<file path="config.mk">
export PLATFORM = sky130hd
export DESIGN_NAME = rpc_tx_scheduler
export DESIGN_NICKNAME = d
export VERILOG_FILES = /design/src/rtl/rpc_defs_pkg.sv /design/src/rtl/rpc_tx_scheduler_pick.sv /design/src/rtl/rpc_tx_scheduler.sv
export SDC_FILE = /design/constraint.sdc
export NUM_CORES = 1
export LEC_CHECK = 0
export BUFFER_PORTS_ARGS = -buffer_cell sky130_fd_sc_hd__buf_2
export CAP_MARGIN = 40
export CORE_AREA = 3 3 131 133
export CTS_CLUSTER_DIAMETER = 50
export DETAILED_ROUTE_END_ITERATION = 10
export DIE_AREA = 0 0 134 136
export PLACE_DENSITY = 0.59
export SYNTH_ARGS = -nofsm -noshare
export SYNTH_HDL_FRONTEND = slang
export SYNTH_SLANG_ARGS = --single-unit
</file>
<file path="constraint.sdc">
create_clock -name clk -period 6.53 [get_ports clk]
set_clock_uncertainty 0.15 [all_clocks]
set_input_delay 0.653 -clock clk [delete_from_list [all_inputs] [get_ports clk]]
set_output_delay 0.653 -clock clk [all_outputs]
set_load 0.01 [all_outputs]
</file>
<file path="src/rtl/rpc_defs_pkg.sv">
// Shared RPC transport types plus the TX scheduler's state encoding and default sizing.
package rpc_defs;

  typedef struct packed {
    logic [15:0] flow_id;
    logic [47:0] payload;
  } RpcIf;

  typedef enum logic {
    SCHED_IDLE  = 1'b0,
    SCHED_SERVE = 1'b1
  } SchedState_t;

  localparam int RPC_SCHED_N_REQ     = 4;
  localparam int RPC_SCHED_MAX_BURST = 4;

endpackage

</file>
<file path="src/rtl/rpc_tx_scheduler_pick.sv">
// rr_priority_pick: combinational first-set search starting at a rotating pointer.
module rr_priority_pick #(
  parameter  int N     = 4,
  localparam int IDX_W = $clog2(N)
) (
  input  logic [N-1:0]     req,
  input  logic [IDX_W-1:0] ptr,
  output logic [IDX_W-1:0] idx,
  output logic             found
);

  always_comb begin : p_pick
    int c;
    idx   = '0;
    found = 1'b0;
    // Walk offsets from far to near so the nearest set bit to ptr wins.
    for (int k = N - 1; k >= 0; k--) begin
      c = int'(ptr) + k;
      if (c >= N) c = c - N;
      if (req[c]) begin
        idx   = IDX_W'(c);
        found = 1'b1;
      end
    end
  end

endmodule

</file>
<file path="src/rtl/rpc_tx_scheduler.sv">
// Round-robin, burst-bounded arbiter feeding the shared RPC serializer.
// Optional per-requester transfer counters under RPC_SCHED_STATS_EN.
module rpc_tx_scheduler
  import rpc_defs::*;
#(
  parameter  int N_REQ     = RPC_SCHED_N_REQ,
  parameter  int MAX_BURST = RPC_SCHED_MAX_BURST,
  parameter  int NIC_ID    = 0,
  localparam int IDX_W     = $clog2(N_REQ)
) (
  input  logic                   clk,
  input  logic                   reset,
  input  logic [N_REQ-1:0]       req_valid,
  input  RpcIf [N_REQ-1:0]       req_data,
  output logic [N_REQ-1:0]       req_ready,
  input  logic [N_REQ-1:0]       cfg_req_en,
  input  logic                   net_tx_ready,
  output logic                   rpc_valid_out,
  output RpcIf                   rpc_out,
  output logic [IDX_W-1:0]       cur_grant,
  output logic                   busy
`ifdef RPC_SCHED_STATS_EN
  ,
  input  logic                   stat_clr,
  output logic [N_REQ-1:0][31:0] stat_tx_cnt
`endif
);

  localparam int BW = $clog2(MAX_BURST + 1);

  if (N_REQ < 2 || MAX_BURST < 1 || NIC_ID < 0) begin : g_bad_param
    $error("rpc_tx_scheduler: illegal parameter set");
  end

  SchedState_t      state, state_nxt;
  logic [IDX_W-1:0] cur, cur_nxt, rr_ptr, rr_nxt, pick_idx;
  logic [BW-1:0]    burst_cnt, burst_nxt;
  logic [N_REQ-1:0] eligible;
  logic             pick_found, xfer;

  assign eligible  = req_valid & cfg_req_en;
  assign busy      = (state == SCHED_SERVE);
  assign cur_grant = cur;

  rr_priority_pick #(.N(N_REQ)) u_pick (
    .req   (eligible),
    .ptr   (rr_ptr),
    .idx   (pick_idx),
    .found (pick_found)
  );

  always_comb begin
    state_nxt = state;
    cur_nxt   = cur;
    rr_nxt    = rr_ptr;
    burst_nxt = burst_cnt;
    req_ready = '0;
    xfer      = 1'b0;
    case (state)
      SCHED_IDLE: begin
        if (pick_found && net_tx_ready) begin
          cur_nxt   = pick_idx;
          burst_nxt = '0;
          state_nxt = SCHED_SERVE;
        end
      end
      SCHED_SERVE: begin
        // Enable drop on the granted port masks ready in the same cycle.
        req_ready[cur] = net_tx_ready & cfg_req_en[cur];
        xfer           = req_valid[cur] & req_ready[cur];
        if (xfer) burst_nxt = burst_cnt + 1'b1;
        if ((xfer && burst_cnt == BW'(MAX_BURST - 1)) || !req_valid[cur] || !cfg_req_en[cur]) begin
          state_nxt = SCHED_IDLE;
          rr_nxt    = (cur == IDX_W'(N_REQ - 1)) ? '0 : cur + 1'b1;
        end
      end
      default: state_nxt = SCHED_IDLE;
    endcase
  end

  always_ff @(posedge clk) begin
    if (reset) begin
      state         <= SCHED_IDLE;
      cur           <= '0;
      rr_ptr        <= '0;
      burst_cnt     <= '0;
      rpc_valid_out <= 1'b0;
      rpc_out       <= '0;
    end else begin
      state         <= state_nxt;
      cur           <= cur_nxt;
      rr_ptr        <= rr_nxt;
      burst_cnt     <= burst_nxt;
      rpc_valid_out <= xfer;
      rpc_out       <= xfer ? req_data[cur] : '0;
    end
  end

`ifdef RPC_SCHED_STATS_EN
  for (genvar i = 0; i < N_REQ; i++) begin : g_stat
    logic hit;
    assign hit = xfer && (cur == IDX_W'(i));
    always_ff @(posedge clk) begin
      if (reset)         stat_tx_cnt[i] <= '0;
      else if (stat_clr) stat_tx_cnt[i] <= {31'd0, hit};
      else if (hit)      stat_tx_cnt[i] <= stat_tx_cnt[i] + 32'd1;
    end
  end
`endif

endmodule
</file>
; ---- Word-level counts from Yosys, hierarchy flattened
; Cells that the tools add are included.
[word_totals]
ff_bits = 73
latchBits = 0
mem_bits_rw = 0
romBits = 0
inputBits = 267
out_inout_bits = 72
elab_cells = 90
mem_count = 0
[op_classes]
addsub = 9
multipliers = 0
n_div = 0
magnitude_cmp = 10
n_eq_ne = 4
n_shift = 0
mux = 43
bitwise = 6
n_reduce_logical = 11
[op_table]
columns = op, n
row1 = 64-bit binary-select mux with 2-bit select, 1
row2 = 32-bit by 4-bit less-than comparator with 1-bit output (second input constant), 4
row3 = 32-bit two-way mux, 4
row4 = 32-bit by 4-bit greater-or-equal comparator with 1-bit output (second input constant), 3
row5 = 32-bit by 4-bit subtractor with 32-bit output (second input constant), 3
row6 = 64-bit two-way mux, 1
row7 = 1-bit two-way mux, 19
row8 = 1-bit binary-select mux with 2-bit select, 7
row9 = 2-bit two-way mux, 5
row10 = 4-bit bitwise AND, 2
row11 = 2-bit by 2-bit adder with 3-bit output (second input constant), 2
row12 = 3-bit two-way mux, 2
row13 = 3-bit case mux with 2 select lines, 1
row14 = 2-bit AND reduction, 3
row15 = 4-bit two-way mux, 1
row16 = 2-bit by 3-bit subtractor with 4-bit output (second input constant), 1
row17 = 2-bit by 1-bit adder with 3-bit output (second input constant), 1
row18 = 3-bit by 1-bit adder with 3-bit output (second input constant), 1
row19 = 3-bit by 2-bit == test with 1-bit output (second input constant), 1
row20 = 2-bit by 3-bit greater-or-equal comparator with 1-bit output (second input constant), 1
row21 = 1-bit logical AND, 3
row22 = 2-bit by 3-bit less-than comparator with 1-bit output (second input constant), 1
row23 = 2-bit by 1-bit adder with 2-bit output (second input constant), 1
row24 = 1-bit bitwise AND, 2
row25 = 10 further kinds, 13

; ---- Depth between registers and ports, before layout
; Gate-level depths: netlist of the first run.
[depth]
ltp_word = 13
mapped_depth = 10
depth_no_buf = 6

; ---- Modules after synthesis
; From an unflattened synthesis of the first run, not the netlist that was laid out.
[hier_totals]
hier_cells = 294
hier_area_um2 = 3978.8
[modules_own_cells]
columns = module, n_inst, cells_each, area_per_inst_um2, seq_area_each_um2
row1 = rpc_tx_scheduler, 1, 281, 3901.2, 1461.4
row2 = rr_priority_pick, 1, 13, 77.6, 0.0

; ---- Worst setup path after synthesis of the first run
; OpenSTA, ideal clock, no wires.
[synth_timing]
path_type = register to register
from = register cur[1], in the netlist cur_grant[1]
to = register rr_ptr[0]
setup_ps = 62
arrival_time_ps = 2743
required_ps = 6318
setup_slack_ps = 3575
path_stages_with_launch = 10
n_path_buf = 3
period_less_slack_ps = 2955
path_cell_list = dfxtp_1 buf_4 clkbuf_1 buf_1 inv_1 ha_1 mux4_2 and3_1 or4b_1 nand3_1
[synth_between]
elab_chain_cells = 12
word_cells_on_any_way = 22
classes_between = order compare (2) / eq/ne (1) / mux (9) / bitwise (3) / reduce/logical (7)
[synth_lines]
columns = item, line_no
row1 = from (decl), rpc_tx_scheduler.sv:36  ; logic [IDX_W-1:0] cur, cur_nxt, rr_ptr, rr_nxt, pick_idx;
row2 = from (signal assigned), rpc_tx_scheduler.sv:91  ; cur <= cur_nxt;
row3 = 2-bit by 3-bit less-than comparator with 1-bit output (not written as such) or 2-bit by 1-bit greater-or-equal comparator with 1-bit output (tied branches), rpc_tx_scheduler.sv:69  ; req_ready[cur] = net_tx_ready & cfg_req_en[cur];
row4 = 1-bit logical AND (not written as such), rpc_tx_scheduler.sv:69
row5 = 1-bit two-way mux (not written as such), rpc_tx_scheduler.sv:69
row6 = 1-bit demux with 2-bit select, rpc_tx_scheduler.sv:69
row7 = 4-bit bitwise AND (no source line), --
row8 = 1-bit binary-select mux with 2-bit select, rpc_tx_scheduler.sv:70  ; xfer = req_valid[cur] & req_ready[cur];
row9 = 1-bit two-way mux (not written as such), rpc_tx_scheduler.sv:70
row10 = 1-bit bitwise AND, rpc_tx_scheduler.sv:70
row11 = 1-bit logical AND, rpc_tx_scheduler.sv:72  ; if ((xfer && burst_cnt == BW'(MAX_BURST - 1)) || !req_valid[cur] || !cfg_req_en[cur]) begin
row12 = 1-bit logical OR (2 in a row), rpc_tx_scheduler.sv:72
row13 = 2-bit AND reduction (no source line), --
row14 = to (signal assigned), rpc_tx_scheduler.sv:92  ; rr_ptr <= rr_nxt;
row15 = to (decl), rpc_tx_scheduler.sv:36
; Parallel ways exist; a longest one is shown, timed or not. The select of a mux whose other input is x is not followed.
; A chain may end at the register's enable or synchronous reset.

; ---- Worst setup path in the final report of the first run
[layout_timing]
from = register cur[0], in the netlist cur_grant[0]
to = register rpc_out[33] (netlist name)
[layout_between]
elab_chain_cells = 11
word_cells_on_any_way = 19
classes_between = order compare (2) / mux (11) / bitwise (4) / reduce/logical (2)
[layout_lines]
columns = item, line_no
row1 = 2-bit by 3-bit less-than comparator with 1-bit output (not written as such) or 2-bit by 1-bit greater-or-equal comparator with 1-bit output (tied branches), rpc_tx_scheduler.sv:69
row2 = 1-bit logical AND (not written as such), rpc_tx_scheduler.sv:69
row3 = 1-bit two-way mux (not written as such), rpc_tx_scheduler.sv:69
row4 = 1-bit demux with 2-bit select, rpc_tx_scheduler.sv:69
row5 = 4-bit bitwise AND (no source line), --
row6 = 1-bit binary-select mux with 2-bit select, rpc_tx_scheduler.sv:70
row7 = 1-bit two-way mux (not written as such), rpc_tx_scheduler.sv:70
row8 = 1-bit bitwise AND, rpc_tx_scheduler.sv:70
row9 = 1-bit two-way mux, rpc_tx_scheduler.sv:59  ; case (state)
row10 = 1-bit NOT (no source line), --
row11 = 2-bit OR reduction (no source line), --
row12 = to (signal assigned), rpc_tx_scheduler.sv:95  ; rpc_out <= xfer ? req_data[cur] : '0;
row13 = to (decl), rpc_tx_scheduler.sv:19  ; output RpcIf rpc_out,
; Parallel ways exist; a longest one is shown, timed or not. The select of a mux whose other input is x is not followed.

==> metrics.txt, run 1 <==
Fillers 1,619; CTS Buf Count 9; Synth Instances 293; largest net degree at the start of global routing 48; fin util 38.6%; Crit Path Max Fanout 47; worst slew pin tran 0.827 ns; I/O pins 339; Avg Vias per Cell 4.52; first-pass iteration count of the detailed router 4; reg-to-reg endpoint rpc_out[33]$_SDFF_PP0_; Mapped Nets 566; die span in x 134 um; routed wl met2 7400 um; post-synthesis sequential area ratio 37.1%; crit start category register; R2R depth 6; status finished, final reports clean; n_diodes 0; die height 136 um; final setup violation count 0; CP startpoint cur_grant[0]$_SDFFE_PP0P_; max-slew headroom at the worst pin 44.9%; ys async rst share 0%; GP Congestion 0.814; Worst VDD drop 0.133 mV; critical path data required time 6.58 ns; Yosys Warn Count 0; Syn Area/Cell 13.4 um^2; leading area contributor after synthesis mux4_2; remaining global-route overflow 0; post-route ant nets 0; Clock Sinks 73; worst skew pair latency 0.33 ns; final slew viol count 0; met3 WL 1180 um; Rows 46; root buffer cell clkbuf_16; Area contributors post-synth mux4_2 38%, dfxtp_1 37%, nor2b_1 10%; PD cells 205 nW/um^2; cts repair resizes 0; Top FF cell, synth dfxtp_1; Period minus WS final 3.26 ns; uppermost layer routed met4; Post-DP HPWL 11,900 um; nets 894; Lkg Pwr 2.84 nW; setup TNS 0 ns; final hold vios 0; max frequency 0.307 GHz; worst path arrival time 3.31 ns; worst r2r src cur_grant[0]$_SDFFE_PP0P_; Post-CTS Setup Repair Bufs 0; vias in the first global route 3,922; CTS tree yes; Max Root-Sink Buffers 2; max_cap viols 0; initial antenna violation count 0; Layout area overhead 56.2%; clk slew on worst S/H paths 0.06 ns; DRT iter0 DRCs 118; post-synth top area share 38.3%; Synth cell types 37; CP Capture Point rpc_out[33]$_SDFF_PP0_; initial cell density of the core 24.7%; Post-Route WL 14,300 um; RSZ-0062 raised after global routing no; drt drc 0; H-tree level count 3; All-Layer GR Usage 15.0%; Setup Crit Path Kind register to register; IO buf count 338; min-delay worst type register to register; cts hold-fix bufs 0; flops & latches, synth 73; R2R Setup Slk 3.27 ns; die area 18,200 um^2; Netlist Area Pre-Place 3940 um^2; Tcrit/Tclk final 49.9%; core footprint 15,900 um^2; Metal-1 WL 5430 um; first-pass GRT wire length 21,000 um; via count 3,800; EDFF count, synth 0; Critical Path End Type register; fraction of layout cells with a size suffix above 1 68.6%; routed length per instance 17.0 um
cell type report:
cell class | instances | area (um^2) | share of cell area (%)
clock buffer | 10 | 229 | 3.72
clock inverter | 5 | 129 | 2.09
tap | 216 | 270 | 4.39
sequential | 73 | 1470 | 23.9
inverter | 6 | 22.5 | 0.366
multi-input combinational | 190 | 2310 | 37.5
timing repair buffer | 341 | 1730 | 28.1
power by group:
part / leakage, nW / total [mW] / switching [mW] / internal (mW)
Combinational: 2.07 / 0.206 / 0.0648 / 0.141
Sequential: 0.590 / 0.465 / 0.0154 / 0.450
Clock: 0.173 / 0.593 / 0.182 / 0.410
Total: 2.84 / 1.26 / 0.262 / 1.00
worst min path at each step:
stage / from / endpoint / slack, ns / cells past startpoint
after floorplan: burst_cnt[2]$_SDFFE_PP0P_ / burst_cnt[2]$_SDFFE_PP0P_ / 0.30 / 2
after global placement: burst_cnt[2]$_SDFFE_PP0P_ / burst_cnt[2]$_SDFFE_PP0P_ / 0.31 / 2
after detailed placement: burst_cnt[2]$_SDFFE_PP0P_ / burst_cnt[2]$_SDFFE_PP0P_ / 0.32 / 2
after CTS: burst_cnt[2]$_SDFFE_PP0P_ / burst_cnt[2]$_SDFFE_PP0P_ / 0.33 / 2
after global routing: burst_cnt[2]$_SDFFE_PP0P_ / burst_cnt[2]$_SDFFE_PP0P_ / 0.35 / 2
final: burst_cnt[2]$_SDFFE_PP0P_ / burst_cnt[2]$_SDFFE_PP0P_ / 0.33 / 2
synth_stat cells (2+ instances only):
cell type,number
buf_2,4
nand2_1,9
nor2_1,2
a21oi_1,7
buf_4,2
mux4_2,67
dfxtp_1,73
nor2b_1,65
and2_1,4
clkbuf_1,11
or4b_1,2
o21ai_0,2
ha_1,6
buf_6,6
nand3_1,5
inv_1,6
or2_2,2
cells in the final DEF, fill, tap and decap left out, types with 2 or more instances in the layout:
master / netlist / routed
mux4_2: 67 / 67
dfxtp_1: 73 / 71
dfxtp_4: 0 / 2
or2_2: 2 / 2
ha_1: 6 / 6
nor2b_1: 65 / 65
o21ai_0: 2 / 2
bufinv_16: 0 / 4
a21oi_1: 7 / 7
nand2_1: 9 / 9
and2_1: 4 / 4
nor2_1: 2 / 2
inv_1: 6 / 6
buf_4: 2 / 2
clkbuf_16: 0 / 9
nand3_1: 5 / 5
buf_2: 4 / 338
critical path, cell delays in order, from the launching register on:
cell,delay (ns)
dfxtp_4,0.89
inv_1,0.15
ha_1,0.25
mux4_2,0.49
or4b_2,0.56
buf_4,0.47
nor2b_1,0.10
cell families (layout without fill, tap and decap cells):
kind of cell | count (synthesis) | in the layout | share of synthesized area (%)
adders and majority gates | 6 | 6 | 1.91
buffers and inverters | 30 | 362 | 4.32
AOI/OAI and AO/OA | 16 | 16 | 2.70
DFF | 73 | 73 | 37.1
muxes | 68 | 68 | 38.6
and+or+nand+nor | 100 | 100 | 15.3
sequential cells by signal, indices dropped and copies added, names as in the netlist:
register       cells
busy               1
burst_cnt          3
rr_ptr             2
rpc_out           64
cur_grant          2
rpc_valid_out      1
through the flow:
stage          instance area (um^2)  worst slack (ns)  total power [mW]  std cells  hold slack, ns
2_1_floorplan                  3940              3.58             0.582        293           0.298
3_3_place_gp                   5770              3.16             0.680        825           0.310
3_5_place_dp                   5790              3.17             0.683        826           0.320
4_1_cts                        6150              3.17              1.29        841           0.327
5_1_grt                        6150              2.93              1.32        841           0.346
6_report                       6150              3.27              1.26        841           0.326
per-layer routing:
layer	track usage [%]	vias to the layer above
met5	0	-
met4	5.60	0
met3	3.44	17
met2	26.3	190
met1	18.1	1825
li1	-	1768
Power figures use the tool's default switching activity.
==> run 2, diff against run 1 <==
--- a/config.mk
+++ b/config.mk
@@ -5,13 +5,14 @@
 export SDC_FILE = /design/constraint.sdc
 export NUM_CORES = 1
 export LEC_CHECK = 0
+export ABC_AREA = 1
 export BUFFER_PORTS_ARGS = -buffer_cell sky130_fd_sc_hd__buf_2
 export CAP_MARGIN = 40
-export CORE_AREA = 3 3 131 133
+export CORE_AREA = 3 3 132 134
 export CTS_CLUSTER_DIAMETER = 50
 export DETAILED_ROUTE_END_ITERATION = 10
-export DIE_AREA = 0 0 134 136
-export PLACE_DENSITY = 0.59
+export DIE_AREA = 0 0 135 137
+export PLACE_DENSITY = 0.61
 export SYNTH_ARGS = -nofsm -noshare
 export SYNTH_HDL_FRONTEND = slang
 export SYNTH_SLANG_ARGS = --single-unit
==> constraint.sdc (replaced) <==
create_clock -name clk -period 3.14 [get_ports clk]
set_clock_uncertainty 0.15 [all_clocks]
set_input_delay 0.314 -clock clk [delete_from_list [all_inputs] [get_ports clk]]
set_output_delay 0.314 -clock clk [all_outputs]
set_load 0.01 [all_outputs]
==> metrics.txt, run 2 <==
critical path data required time 3.23 ns (-3.35 ns); simple-gate share of the synthesized area 24.8% (+9.4 points); Clock Sinks 73 (unchanged); EDFF count, synth 0 (unchanged); max reg flops 64 (unchanged); Fillers 1,781 (+10%); final hold vios 0 (unchanged); vias in the first global route 5,039 (+28%); I/O pins 339 (unchanged); Post-Synth XOR/XNOR Area 0.204% (+0.20 points); Post-Route WL 17,500 um (+23%); post-synth top area share 34.1% (-4.2 points); cell area after placement 6130 um^2 (+5.8%); root buffer cell clkbuf_16; cts repair resizes 0 (unchanged); mux contribution to synthesized area 0% (-39 points); Max Root-Sink Buffers 2 (unchanged); final setup violation count 0 (unchanged); first-pass GRT wire length 25,800 um (+23%); die area 18,500 um^2 (+1.5%); setup TNS 0 ns (unchanged); main combinational cell family by area after synthesis compound AO/OA/AOI/OAI gates; R2R depth 9 (+3); Top FF cell, synth dfxtp_1; Lkg Pwr 3.45 nW (+21%); status finished, final reports clean; Post-CTS Setup Repair Bufs 0 (unchanged); Tcrit/Tclk final 79.8% (+30 points); largest net degree at the start of global routing 54 (+13%); max_cap viols 0 (unchanged); worst r2r src cur_grant[1]$_SDFFE_PP0P_; hold path depth 2 (unchanged); post-synthesis compound-gate area fraction 32.1% (+29 points); leading area contributor after synthesis dfxtp_1; Synth cell types 27 (-27%); remaining global-route overflow 0 (unchanged); worst skew pair latency 0.33 ns (about the same); flops & latches, synth 73 (unchanged); post-synthesis sequential area ratio 34.1% (-3.0 points); fraction of layout cells with a size suffix above 1 42.8% (-26 points); initial antenna violation count 2 (+2); RSZ-0062 raised after global routing no; die span in x 135 um (+0.75%); Critical Path End Type register; CTS tree yes; Layout area overhead 50.1%; post-route ant nets 0 (unchanged); Rows 47 (+2.2%); IO buf count 338 (unchanged); min-delay worst type primary input to register; Post-DP HPWL 13,500 um (+13%); largest registers rpc_out x64, burst_cnt x3; Synth top cells by count 235 x nand2_1, 135 x a21oi_1, 73 x dfxtp_1, 42 x clkbuf_1, 35 x a211oi_1; Netlist Area Pre-Place 4290 um^2 (+8.8%); Avg Vias per Cell 4.62 (+2.2%); Adder-Cell Fraction of Synth Area 1.75% (-0.15 points); crit start category register; Top reg by flops rpc_out; Synth Instances 629 (+110%); Worst VDD drop 0.218 mV (+64%); count leader, synth nand2_1; cts hold-fix bufs 0 (unchanged); initial cell density of the core 26.1% (+1.4 points); H-tree level count 3 (unchanged); clk slew on worst S/H paths 0.06 ns (about the same); Area contributors post-synth dfxtp_1 34%, nand2_1 21%, a21oi_1 16%; max frequency 0.399 GHz (+30%); worst path arrival time 2.60 ns (-0.71 ns); DRT iter0 DRCs 214 (+81%); max-slew headroom at the worst pin 63.2% (+18 points); hold_sp reset; most frequent cells in the layout 338 x buf_2, 235 x nand2_1, 135 x a21oi_1; All-Layer GR Usage 17.4% (+2.4 points); Crit Path Max Fanout 34 (-28%); Syn Area/Cell 6.81 um^2 (-49%); via count 5,372 (+41%); Seq. cell area 1470 um^2 (unchanged); commonest non-fill, non-tap cell in the layout buf_2; worst slew pin tran 0.552 ns (-0.274 ns); core footprint 16,400 um^2 (+2.9%); routed length per instance 15.1 um (-11%); first-pass iteration count of the detailed router 5 (+1); Period minus WS final 2.51 ns (-0.750 ns); drt drc 0 (unchanged); ys async rst share 0% (unchanged); reg-to-reg endpoint rpc_out[54]$_SDFF_PP0_; R2R Setup Slk 0.63 ns (-2.64 ns); Yosys Warn Count 0 (unchanged); GP Congestion 0.822 (+1.1%); Setup Crit Path Kind register to register; PD cells 463 nW/um^2 (+130%); overall power 2.98 mW (+140%); nets 1,210 (+35%); CTS Buf Count 9 (unchanged); post-route cell area 6430 um^2 (+4.5%); Mapped Nets 902 (+59%); final slew viol count 0 (unchanged); Multi-input gate area 2530 um^2 (+9.8%); Hold Path End cur_grant[0]$_SDFFE_PP0P_; die height 137 um (+0.74%)
run 2: metal layers:
metal  routed length [um]  share of wire, %  GRT usage, %  vias to the layer above
met5                   16             0.091             0                        -
met4                  371               2.1          6.16                        2
met3                 1300               7.4          4.08                       27
met2                 8670                49          30.1                      212
met1                 7180                41          21.2                     2375
li1                     -                 -             -                     2756
run 2: worst max-delay path by stage:
stage | cells after the start | from | end | slack [ns]
2_1_floorplan | 10 | cur_grant[0]$_SDFFE_PP0P_ | rpc_out[30]$_SDFF_PP0_ | 0.91
3_3_place_gp | 9 | cur_grant[1]$_SDFFE_PP0P_ | rpc_out[39]$_SDFF_PP0_ | 0.66
3_5_place_dp | 9 | cur_grant[1]$_SDFFE_PP0P_ | rpc_out[54]$_SDFF_PP0_ | 0.57
4_1_cts | 9 | cur_grant[1]$_SDFFE_PP0P_ | rpc_out[54]$_SDFF_PP0_ | 0.55
5_1_grt | 9 | cur_grant[1]$_SDFFE_PP0P_ | rpc_out[54]$_SDFF_PP0_ | 0.36
6_report | 9 | cur_grant[1]$_SDFFE_PP0P_ | rpc_out[54]$_SDFF_PP0_ | 0.63
run 2: worst max-delay path, stage by stage, from the launching register on:
cell and delay (ns):
dfxtp_4 0.59, inv_2 0.13, nand3_1 0.12, nand2_2 0.08
nor2_4 0.15, nand3_1 0.11, nand3_2 0.12, nand4_4 0.35
buf_4 0.38, a211oi_1 0.22
run 2: layout make-up:
class	instances	share of cell area, %
clock buffer	11	4.11
antenna	1	0.0389
sequential	73	22.8
tap	220	4.28
timing repair buffer	348	27.7
inverter	19	1.15
clock inverter	5	0.564
multi-input combinational	486	39.4
run 2: power breakdown:
part	internal [mW]	leakage, nW	switching, mW
clock network	0.606	0.139	0.423
logic	0.354	2.72	0.592
registers	0.959	0.591	0.0432
run 2: logic make-up after synthesis:
kind of cell | count (synthesis)
AO/OA/AOI/OAI | 211
flip-flops | 73
adder cells (fa/ha/maj) | 6
buffers and inverters | 70
AND/OR/NAND/NOR | 268
XOR/XNOR | 1
run 2: stage by stage:
stage          setup slack (ns)  util (%)  cells  hold WS [ns]
2_1_floorplan             0.911         -    629         0.233
3_3_place_gp              0.656      37.4   1146         0.316
3_5_place_dp              0.572      37.4   1146         0.319
4_1_cts                   0.549      39.2   1162       0.00161
5_1_grt                   0.364      39.2   1163       0.00525
6_report                  0.634      39.2   1163        0.0309
==> run 3, diff against run 2 <==
==> constraint.sdc (replaced) <==
create_clock -name clk -period 2.6 [get_ports clk]
set_clock_uncertainty 0.15 [all_clocks]
set_input_delay 0.26 -clock clk [delete_from_list [all_inputs] [get_ports clk]]
set_output_delay 0.26 -clock clk [all_outputs]
set_load 0.01 [all_outputs]
==> metrics.txt, run 3 (same netlist as run 2, synthesis figures left out) <==
status finished, final reports clean; Post-CTS Setup Repair Bufs 0 (unchanged); CTS tree yes; PD cells 563 nW/um^2 (+22%); Tcrit/Tclk final 79.9% (about the same); hold path depth 3 (+1); hold_sp req_data[51]; Hold Path End rpc_out[51]$_SDFF_PP0_; Lkg Pwr 3.45 nW (+0.16%); initial antenna violation count 2 (unchanged); fin util 39.2% (about the same); die span in x 135 um (unchanged); CTS Buf Count 9 (unchanged); first-pass GRT wire length 25,400 um (-1.3%); fraction of layout cells with a size suffix above 1 42.7% (-0.11 points); root buffer cell clkbuf_16; Sw Share 35.6% (+0.12 points); drt drc 0 (unchanged); max frequency 0.482 GHz (+21%); reg-to-reg endpoint burst_cnt[1]$_SDFFE_PP0P_; setup TNS 0 ns (unchanged); RSZ-0062 raised after global routing no; worst skew pair latency 0.34 ns (about the same); die height 137 um (unchanged); GP Congestion 0.824 (+0.24%); DRT iter0 DRCs 271 (+27%); Setup Crit Path Kind register to register; Top reg by flops rpc_out; routed length per instance 15.1 um (-0.11%); final setup violation count 0 (unchanged); power share of the clock group 34.9% (+0.3 points); Internal 2.33 mW (+21%); final hold vios 0 (unchanged); Crit Path Max Fanout 21 (-38%); cts repair resizes 0 (unchanged); final slew viol count 0 (unchanged); Post-DP HPWL 13,300 um (-1.4%); worst path arrival time 2.15 ns (-0.45 ns); Period minus WS final 2.08 ns (-0.430 ns); first-pass iteration count of the detailed router 4 (-1); crit start category register; logic gate share of total power 32.0% (+0.2 points); R2R depth 12 (+3); Clock Sinks 73 (unchanged); Flop pwr share 33.1% (-0.6 points); commonest non-fill, non-tap cell in the layout buf_2; post-route ant nets 0 (unchanged); worst slew pin tran 0.749 ns (+0.196 ns); Rows 47 (unchanged); Max Root-Sink Buffers 2 (unchanged); All-Layer GR Usage 17.2% (-0.18 points); Avg Vias per Cell 4.67 (+1.1%); Psw 1.29 mW (+22%); clk slew on worst S/H paths 0.07 ns (about the same); initial cell density of the core 26.1% (unchanged); cts hold-fix bufs 1 (+1); R2R Setup Slk 0.52 ns (-0.11 ns); Worst VDD drop 0.274 mV (+26%); max_cap viols 0 (unchanged); critical path data required time 2.68 ns (-0.55 ns); largest registers rpc_out x64, burst_cnt x3; I/O pins 339 (unchanged); via count 5,429 (+1.1%); die area 18,500 um^2 (unchanged); Post-Route WL 17,500 um (-0.11%); worst r2r src cur_grant[0]$_SDFFE_PP0P_; IO buf count 338 (unchanged); core footprint 16,400 um^2 (unchanged); largest net degree at the start of global routing 72 (+33%); Layout area overhead 50.0% (about the same); max reg flops 64 (unchanged); remaining global-route overflow 0 (unchanged); nets 1,210 (unchanged); vias in the first global route 4,969 (-1.4%); Critical Path End Type register; max-slew headroom at the worst pin 50.1% (-13 points); min-delay worst type primary input to register; most frequent cells in the layout 338 x buf_2, 235 x nand2_1, 135 x a21oi_1; H-tree level count 3 (unchanged)
[run 3: power by group through the flow]
stage,clock network [mW],registers [mW],logic (mW)
after floorplan,0,1.22,0.757
after global placement,0,1.22,1.16
after CTS,1.31,1.20,1.16
final,1.26,1.20,1.16
after detailed placement,0,1.22,1.16
after global routing,1.35,1.20,1.31
[run 3: worst max-delay path by stage]
stage                                    startpoint                         to  cells after the start
after floorplan           cur_grant[0]$_SDFFE_PP0P_     rpc_out[30]$_SDFF_PP0_                     10
after global placement    cur_grant[0]$_SDFFE_PP0P_  burst_cnt[1]$_SDFFE_PP0P_                     12
after detailed placement  cur_grant[0]$_SDFFE_PP0P_  burst_cnt[1]$_SDFFE_PP0P_                     12
after CTS                 cur_grant[0]$_SDFFE_PP0P_  burst_cnt[1]$_SDFFE_PP0P_                     12
after global routing      cur_grant[0]$_SDFFE_PP0P_  burst_cnt[1]$_SDFFE_PP0P_                     12
final                     cur_grant[0]$_SDFFE_PP0P_  burst_cnt[1]$_SDFFE_PP0P_                     12
[run 3: per-layer routing]
layer,GRT usage (%),share of wire [%],wire (um),vias to the layer above
li1,-,-,-,2756
met1,21.1,42,7320,2416
met2,28.8,48,8360,215
met3,4.85,7.4,1300,38
met4,6.66,2.9,512,4
met5,0,0.12,21,-
[run 3: cell type report]
class | instances | area (um^2)
multi-input combinational | 486 | 2530
antenna | 1 | 2.50
fill | 1751 | 9980
sequential | 73 | 1470
clock inverter | 7 | 68.8
timing repair buffer | 348 | 1780
clock buffer | 9 | 225
tap | 220 | 275
inverter | 19 | 73.8
[run 3: stage by stage]
stage                     power [mW]  setup slack, ns  instances  hold WS [ns]  cell area, um^2
final                           3.62            0.524       1163        0.0177             6430
after CTS                       3.67            0.510       1162       0.00189             6420
after global routing            3.86            0.341       1162        0.0140             6420
after global placement          2.38            0.579       1145         0.308             6120
after floorplan                 1.97            0.371        629         0.179             4290
after detailed placement        2.38            0.525       1145         0.305             6120
[run 3: critical path, cell delays in order, from the launching register on]
cell and delay, ns:
dfxtp_4 0.47, inv_4 0.10, nand2_1 0.09, nand3_1 0.08, nand2_2 0.10, nor2_4 0.06
nand3_1 0.08, nand3_2 0.12, nand4_4 0.13, buf_4 0.34, inv_1 0.11, nand2_1 0.07
o21ai_0 0.07
